File: src/rtl/vec_acc_ctrl.sv
// Vector accumulation sequencer: drives the external 16-lane adder and folds cfg_len input vectors into acc.
// Optional per-lane sticky signed-overflow flags when VEC_ACC_OVF_FLAG_EN is defined.

module vec_acc_lane #(
    parameter int DW = 16
) (
    input  logic          clk,
    input  logic          rst_n,
    input  logic          acc_clr,
    input  logic          acc_ld,
    input  logic [DW-1:0] s,
    output logic [DW-1:0] acc
`ifdef VEC_ACC_OVF_FLAG_EN
    ,
    input  logic [DW-1:0] b,
    input  logic          ovf_clr,
    output logic          ovf
`endif
);
    always_ff @(posedge clk or negedge rst_n) begin
        if (!rst_n)       acc <= '0;
        else if (acc_clr) acc <= '0;
        else if (acc_ld)  acc <= s;
    end

`ifdef VEC_ACC_OVF_FLAG_EN
    // acc is operand A, so the sign rule reads it directly
    always_ff @(posedge clk or negedge rst_n) begin
        if (!rst_n)       ovf <= 1'b0;
        else if (ovf_clr) ovf <= 1'b0;
        else if (acc_ld && (acc[DW-1] == b[DW-1]) && (s[DW-1] != acc[DW-1]))
            ovf <= 1'b1;
    end
`endif
endmodule

module vec_acc_ctrl #(
    parameter int LANES = 16,
    parameter int DW    = 16,
    parameter int LEN_W = 8
) (
    input  logic                clk,
    input  logic                rst_n,
    input  logic                start,
    input  logic [LEN_W-1:0]    cfg_len,
    input  logic                clear,
    input  logic [LANES*DW-1:0] in_data,
    input  logic                in_valid,
    output logic                in_ready,
    output logic [LANES*DW-1:0] add0,
    output logic [LANES*DW-1:0] add1,
    input  logic [LANES*DW-1:0] sum,
    output logic [LANES*DW-1:0] out_data,
    output logic                out_valid,
    input  logic                out_ready,
    output logic                busy
`ifdef VEC_ACC_OVF_FLAG_EN
    ,
    output logic [LANES-1:0]    ovf
`endif
);
    typedef enum logic [1:0] {IDLE, ACC, DONE} state_t;

    state_t                   state, state_nx;
    logic [LEN_W-1:0]         cnt, len_q;
    logic [LANES-1:0][DW-1:0] acc;
    logic                     start_acc, hs, last;

    assign start_acc = (state == IDLE) && start && !clear;
    assign hs        = (state == ACC) && in_valid && !clear;
    assign last      = hs && (cnt == len_q - LEN_W'(1));

    assign add0     = acc;
    assign add1     = in_data;
    assign out_data = acc;
    assign busy     = (state != IDLE);

    always_ff @(posedge clk or negedge rst_n) begin
        if (!rst_n) state <= IDLE;
        else        state <= state_nx;
    end

    always_comb begin
        state_nx  = state;
        in_ready  = 1'b0;
        out_valid = 1'b0;
        case (state)
            IDLE: if (start_acc) state_nx = (cfg_len != '0) ? ACC : DONE;
            ACC: begin
                in_ready = !clear;
                if (last) state_nx = DONE;
            end
            DONE: begin
                out_valid = 1'b1;
                if (out_ready) state_nx = IDLE;
            end
            default: state_nx = IDLE;
        endcase
        if (clear) state_nx = IDLE;
    end

    // cnt never exceeds len_q, so a full-range cfg_len cannot wrap it
    always_ff @(posedge clk or negedge rst_n) begin
        if (!rst_n) begin
            cnt   <= '0;
            len_q <= '0;
        end else if (clear) begin
            cnt <= '0;
        end else if (start_acc) begin
            cnt   <= '0;
            len_q <= cfg_len;
        end else if (hs) begin
            cnt <= cnt + LEN_W'(1);
        end
    end

    for (genvar i = 0; i < LANES; i++) begin : g_lane
        vec_acc_lane #(.DW(DW)) u_lane (
            .clk     (clk),
            .rst_n   (rst_n),
            .acc_clr (start_acc),
            .acc_ld  (hs),
            .s       (sum[i*DW +: DW]),
            .acc     (acc[i])
`ifdef VEC_ACC_OVF_FLAG_EN
            ,
            .b       (in_data[i*DW +: DW]),
            .ovf_clr (start_acc || clear),
            .ovf     (ovf[i])
`endif
        );
    end
endmodule

File: config.mk
export PLATFORM = sky130hd
export DESIGN_NAME = vec_acc_ctrl
export DESIGN_NICKNAME = d
export VERILOG_FILES = /design/src/rtl/vec_acc_ctrl.sv
export SDC_FILE = /design/constraint.sdc
export NUM_CORES = 1
export LEC_CHECK = 0
export CAP_MARGIN = 40
export CORE_AREA = 2 2 506 508
export CTS_BUF_LIST = sky130_fd_sc_hd__clkbuf_8
export DETAILED_ROUTE_END_ITERATION = 7
export DIE_AREA = 0 0 508 510
export PLACE_DENSITY = 0.31
export SLEW_MARGIN = 5
export SYNTH_ARGS = -nofsm -noshare
export SYNTH_HDL_FRONTEND = slang
export SYNTH_SLANG_ARGS = --single-unit
File: constraint.sdc
create_clock -name clk -period 4.7 [get_ports clk]
set_input_delay 0.94 -clock clk [delete_from_list [all_inputs] [get_ports clk]]
set_output_delay 0.94 -clock clk [all_outputs]
set_load 0.01 [all_outputs]
# Word level (Yosys, flattened, before mapping)
# Cells that the tools add are included.
# totals
reg_bits	274
latchBits	0
ramBits	0
rom_bits	0
inputBits	526
out_inout_bits	771
wordCells	84
n_memories	0
# classes
addsub	2
multipliers	0
div	0
order_cmp	0
n_eq_ne	6
n_shift	0
mux	43
n_bitwise	1
n_reduce_logical	13
# op_table
cell	count
$mux 16	32
$mux 8	3
$mux 2	5
$add 8x1->8 const B	1
$eq 8x8->1	1
$reduce_bool 8->1	1
$sub 8x1->8 const B	1
$ne 3x3->1 const B	2
$pmux 2 s3	1
$logic_and 1x1->1	5
$reduce_bool 2->1	2
$ne 3x2->1 const B	1
$reduce_and 3->1	1
$reduce_bool 3->1	1
$eq 2x1->1 const B	1
$eq 2x2->1 const B	1
$logic_not 2->1	1
$mux 1	2
$reduce_and 2->1	1
$logic_not 1->1	1
$not 1->1	1

# Longest topological paths before layout
# depth
word_depth	7
ltp_mapped	8
depth_no_buf	7

# By module
# A second synthesis with hierarchy kept.
# hier_totals
hier_cells	1453
area_unflattened_um2	15483.6
# by_module_without_submodules
mod	n_inst	cells_per_inst	area_each_um2	seq_area_each_um2
vec_acc_lane	16	52	660.6	400.4
vec_acc_ctrl	1	621	4913.5	450.4

# Worst setup path after synthesis
# No wires, ideal clock.
# synth_timing
kind	input port to output port
startpoint	input port clear
endpoint	output port in_ready
arrival_ps	1178
t_required_ps	3760
path_slack_ps	2582
cell_stages	1
n_path_buf	0
path_cell_list	nor3b_4
# synth_via
elab_chain_len	2
# synth_rtl
element	line	text
start: declaration	46	input logic clear,
$logic_not 1->1	90	in_ready = !clear;
$mux 1	87	case (state)
end: declaration	49	output logic in_ready,
# Every way passes these cells.

# Worst setup path after layout
# Same ends and word-level chain as after synthesis.

==> summary.md <==
| Metric | Value |
|---|---|
| Status | completed |
| Power per standard cell area | 350 nW/µm² |
| Die width | 508 µm |
| Vias in the first global route | 13200 |
| DRT antenna net count | 0 |
| Final worst path period share | 72.2% |
| GP Congestion | 0.775 |
| Top post-synthesis cells by count | nand2_1, buf_4, dfrtp_1 |
| Fmax | 0.295 GHz |
| Crit Path Class | primary input to output pin |
| Global Route met2 Usage | 13.8% |
| Fill cell count | 29500 |
| Tot GR Track Use | 8.81% |
| HP Class | primary input to async pin |
| Leading area contributor after synthesis | dfrtp_1 |
| Worst Clk Skew | 0.0336 ns |
| Chip height | 510 µm |
| XOR/XNOR Fraction of Synth Area | 0.682% |
| Count of final hold-check violations | 0 |
| Synthesized area per cell | 8.80 µm² |
| Tightest Pin Transition | 0.758 ns |
| Tot Pwr | 8650 µW |
| Type of destination of the critical path | output pin |
| #FFs+latches synth | 274 |
| FP Rows | 185 |
| Number of synthesized flops with an enable pin | 0 |
| Ys flop type | dfrtp_1 |
| Fin. max-slew vios | 0 |
| Routed WL per cell | 21.8 µm |
| Global-route wire length before repair | 149000 µm |
| CP Launch Type | primary input |
| CP Data Arrival Time | 2.45 ns |
| Total of max-cap violations | 0 |
| Simple-gate share of the synthesized area | 24.9% |
| Vias per cell | 2.41 |
| Mapped Nets | 2280 |
| Post-CTS Setup Bufs | 0 |
| Post-synthesis mux area share | 0% |
| Compound-Gate Fraction of Synth Area | 1.12% |
| Post-synthesis cell type count | 36 |
| Sequential cell area | 6860 µm² |
| Die area | 259000 µm² |
| Area of the multi-input gates | 4160 µm² |
| Met1 usage | 9.13% |
| Peak VDD IR | 0.226 mV |
| Top cells by area in the synthesized netlist | dfrtp_1, buf_4, nand2_1, nand3_1, nand3_2 |
| Synthesis Warnings | 0 |
| Skew-Pair Late Insertion Delay | 0.76 ns |
| Post-synth ARST share | 100% |
| Initial antenna violation count | 76 |
| Syn Inst Count | 1752 |
| Relative slew margins | 49.3% |
| # H-tree levels | 2 |
| Hold WS | 0.193 ns |
| CTS Hold Bufs | 0 |
| HPWL after detailed placement | 99600 µm |
| DRC | 0 |
| Largest net degree at the start of global routing | 98 |
| Port Buf Inserts | 784 |
| Initial Util | 6.08% |
| Fin crit period | 3.39 ns |
| Lkg Pwr | 0.00989 µW |
| Most frequent cell after synthesis | nand2_1 |
| Io pins | 1297 |
| Layout Area Growth over Synthesis | 60.6% |
| Root buffer cell | clkbuf_8 |
| WP data required | 3.76 ns |
| Finish-stage setup viols | 0 |
| Final setup TNS | 0 ns |
| Largest family of logic cells by synthesized area | buffers and inverters |
| Clk slew on worst S/H paths | 0.06 ns |
| Detailed Route Iter0 Violations | 660 |
| Unrepaired setup endpoints after global routing | no |
| CTS tree | built |
| Detailed-route via count | 13100 |
| Cell area after synthesis | 15400 µm² |
| Sequential share of the synthesized area | 44.5% |
| Share of layout cells above drive strength 1 | 9.28% |
| Maximum buffer depth of the clock tree | 3 |
| Post-Route WL | 119000 µm |
| Synth Area in Adders | 0.162% |
| Core Util, Final | 9.76% |
| CP max FO | 5 |
| GR Layer Usage met3 | 5.31% |
| NumNets Final | 2554 |
| Core Region | 253000 µm² |
| CTS buffer count | 60 |
| Clock sinks | 274 |
| Post-cts resize count | 0 |
| Synth top area share | 44.5% |
| GRT busiest layer | met2 |
| Drt pass-1 iters | 5 |
| Congestion Overflow GR | 0 |
## routing by layer
metal / vias up / wire (µm)
li1: 5630 / -
met1: 6235 / 42700
met2: 858 / 53100
met3: 356 / 15800
met4: 60 / 6940
met5: - / 398
## area by class of cell
class	instances	share of cell area, %
repair buffers	814	33.2
flip-flops and latches	274	27.7
well taps	3366	17.0
multi-input cells	874	16.8
clock buffers	79	4.39
clock inverters	26	0.652
diodes	20	0.202
inverters	2	0.0303
## cell usage in the layout (no fill, tap or decap), types with 2 or more instances in the layout
cell type,instances
a21oi_1,4
a31oi_1,3
and3_1,3
buf_12,11
buf_4,19
clkbuf_8,79
clkdlybuf4s50_1,783
clkinv_2,5
clkinvlp_4,5
dfrtp_1,274
diode_2,20
ha_1,2
inv_1,16
nand2_1,543
nand3_1,196
nand3_2,61
nand4_1,3
nor2_1,8
nor2b_1,3
nor3_1,2
nor4_1,3
o21ai_0,12
o21ai_1,3
o21bai_1,2
or2_2,2
xnor2_1,7
xor2_1,5
## through the flow
| step | instance area, µm² | setup WS [ns] | std cells |
|---|---|---|---|
| floorplan | 15400 | 2.58 | 1752 |
| global placement | 23400 | 1.33 | 5329 |
| detailed placement | 23400 | 1.30 | 5330 |
| CTS | 24700 | 1.27 | 5435 |
| global route | 24700 | 1.21 | 5438 |
| finish | 24700 | 1.31 | 5455 |
## power by group
| group | internal [µW] | total [µW] | switching (µW) |
|---|---|---|---|
| registers | 2680 | 3110 | 431 |
| logic | 1400 | 2680 | 1280 |
| clock network | 1550 | 2860 | 1310 |
| total | 5620 | 8650 | 3030 |
## cell families (layout without fill, tap and decap cells)
family                   count (synthesis)  count (layout)
AND/OR/NAND/NOR                        831             831
buffers and inverters                  604             921
flip-flops                             274             274
AO/OA/AOI/OAI                           29              29
XOR/XNOR                                12              12
adder cells (fa/ha/maj)                  2               2
other                                    0              20
## registers in the layout, summed over array words and instances (netlist names)
signal             flops
g_lane.u_lane.acc    256
cnt                    8
len_q                  8
state                  2
## critical path, stage by stage
cell,delay (ns)
clkdlybuf4s50_1,0.51
nor3b_4,0.37
clkdlybuf4s50_1,0.63
## final timing paths
path	endpoint	slack, ns	cells after the start	startpoint
worst max-delay path	in_ready	1.31	3	clear
worst min-delay path	g_lane[2].u_lane.acc[0]	0.19	1	rst_n
worst max register to register	g_lane[10].u_lane.acc[5]	2.46	6	state[1]
worst min register to register	len_q[7]	0.50	2	len_q[7]
max in group asynchronous	g_lane[11].u_lane.acc[2]	3.57	2	rst_n
min in group clk	len_q[7]	0.50	2	len_q[7]
Note: power is estimated with default switching activity, not from simulation.
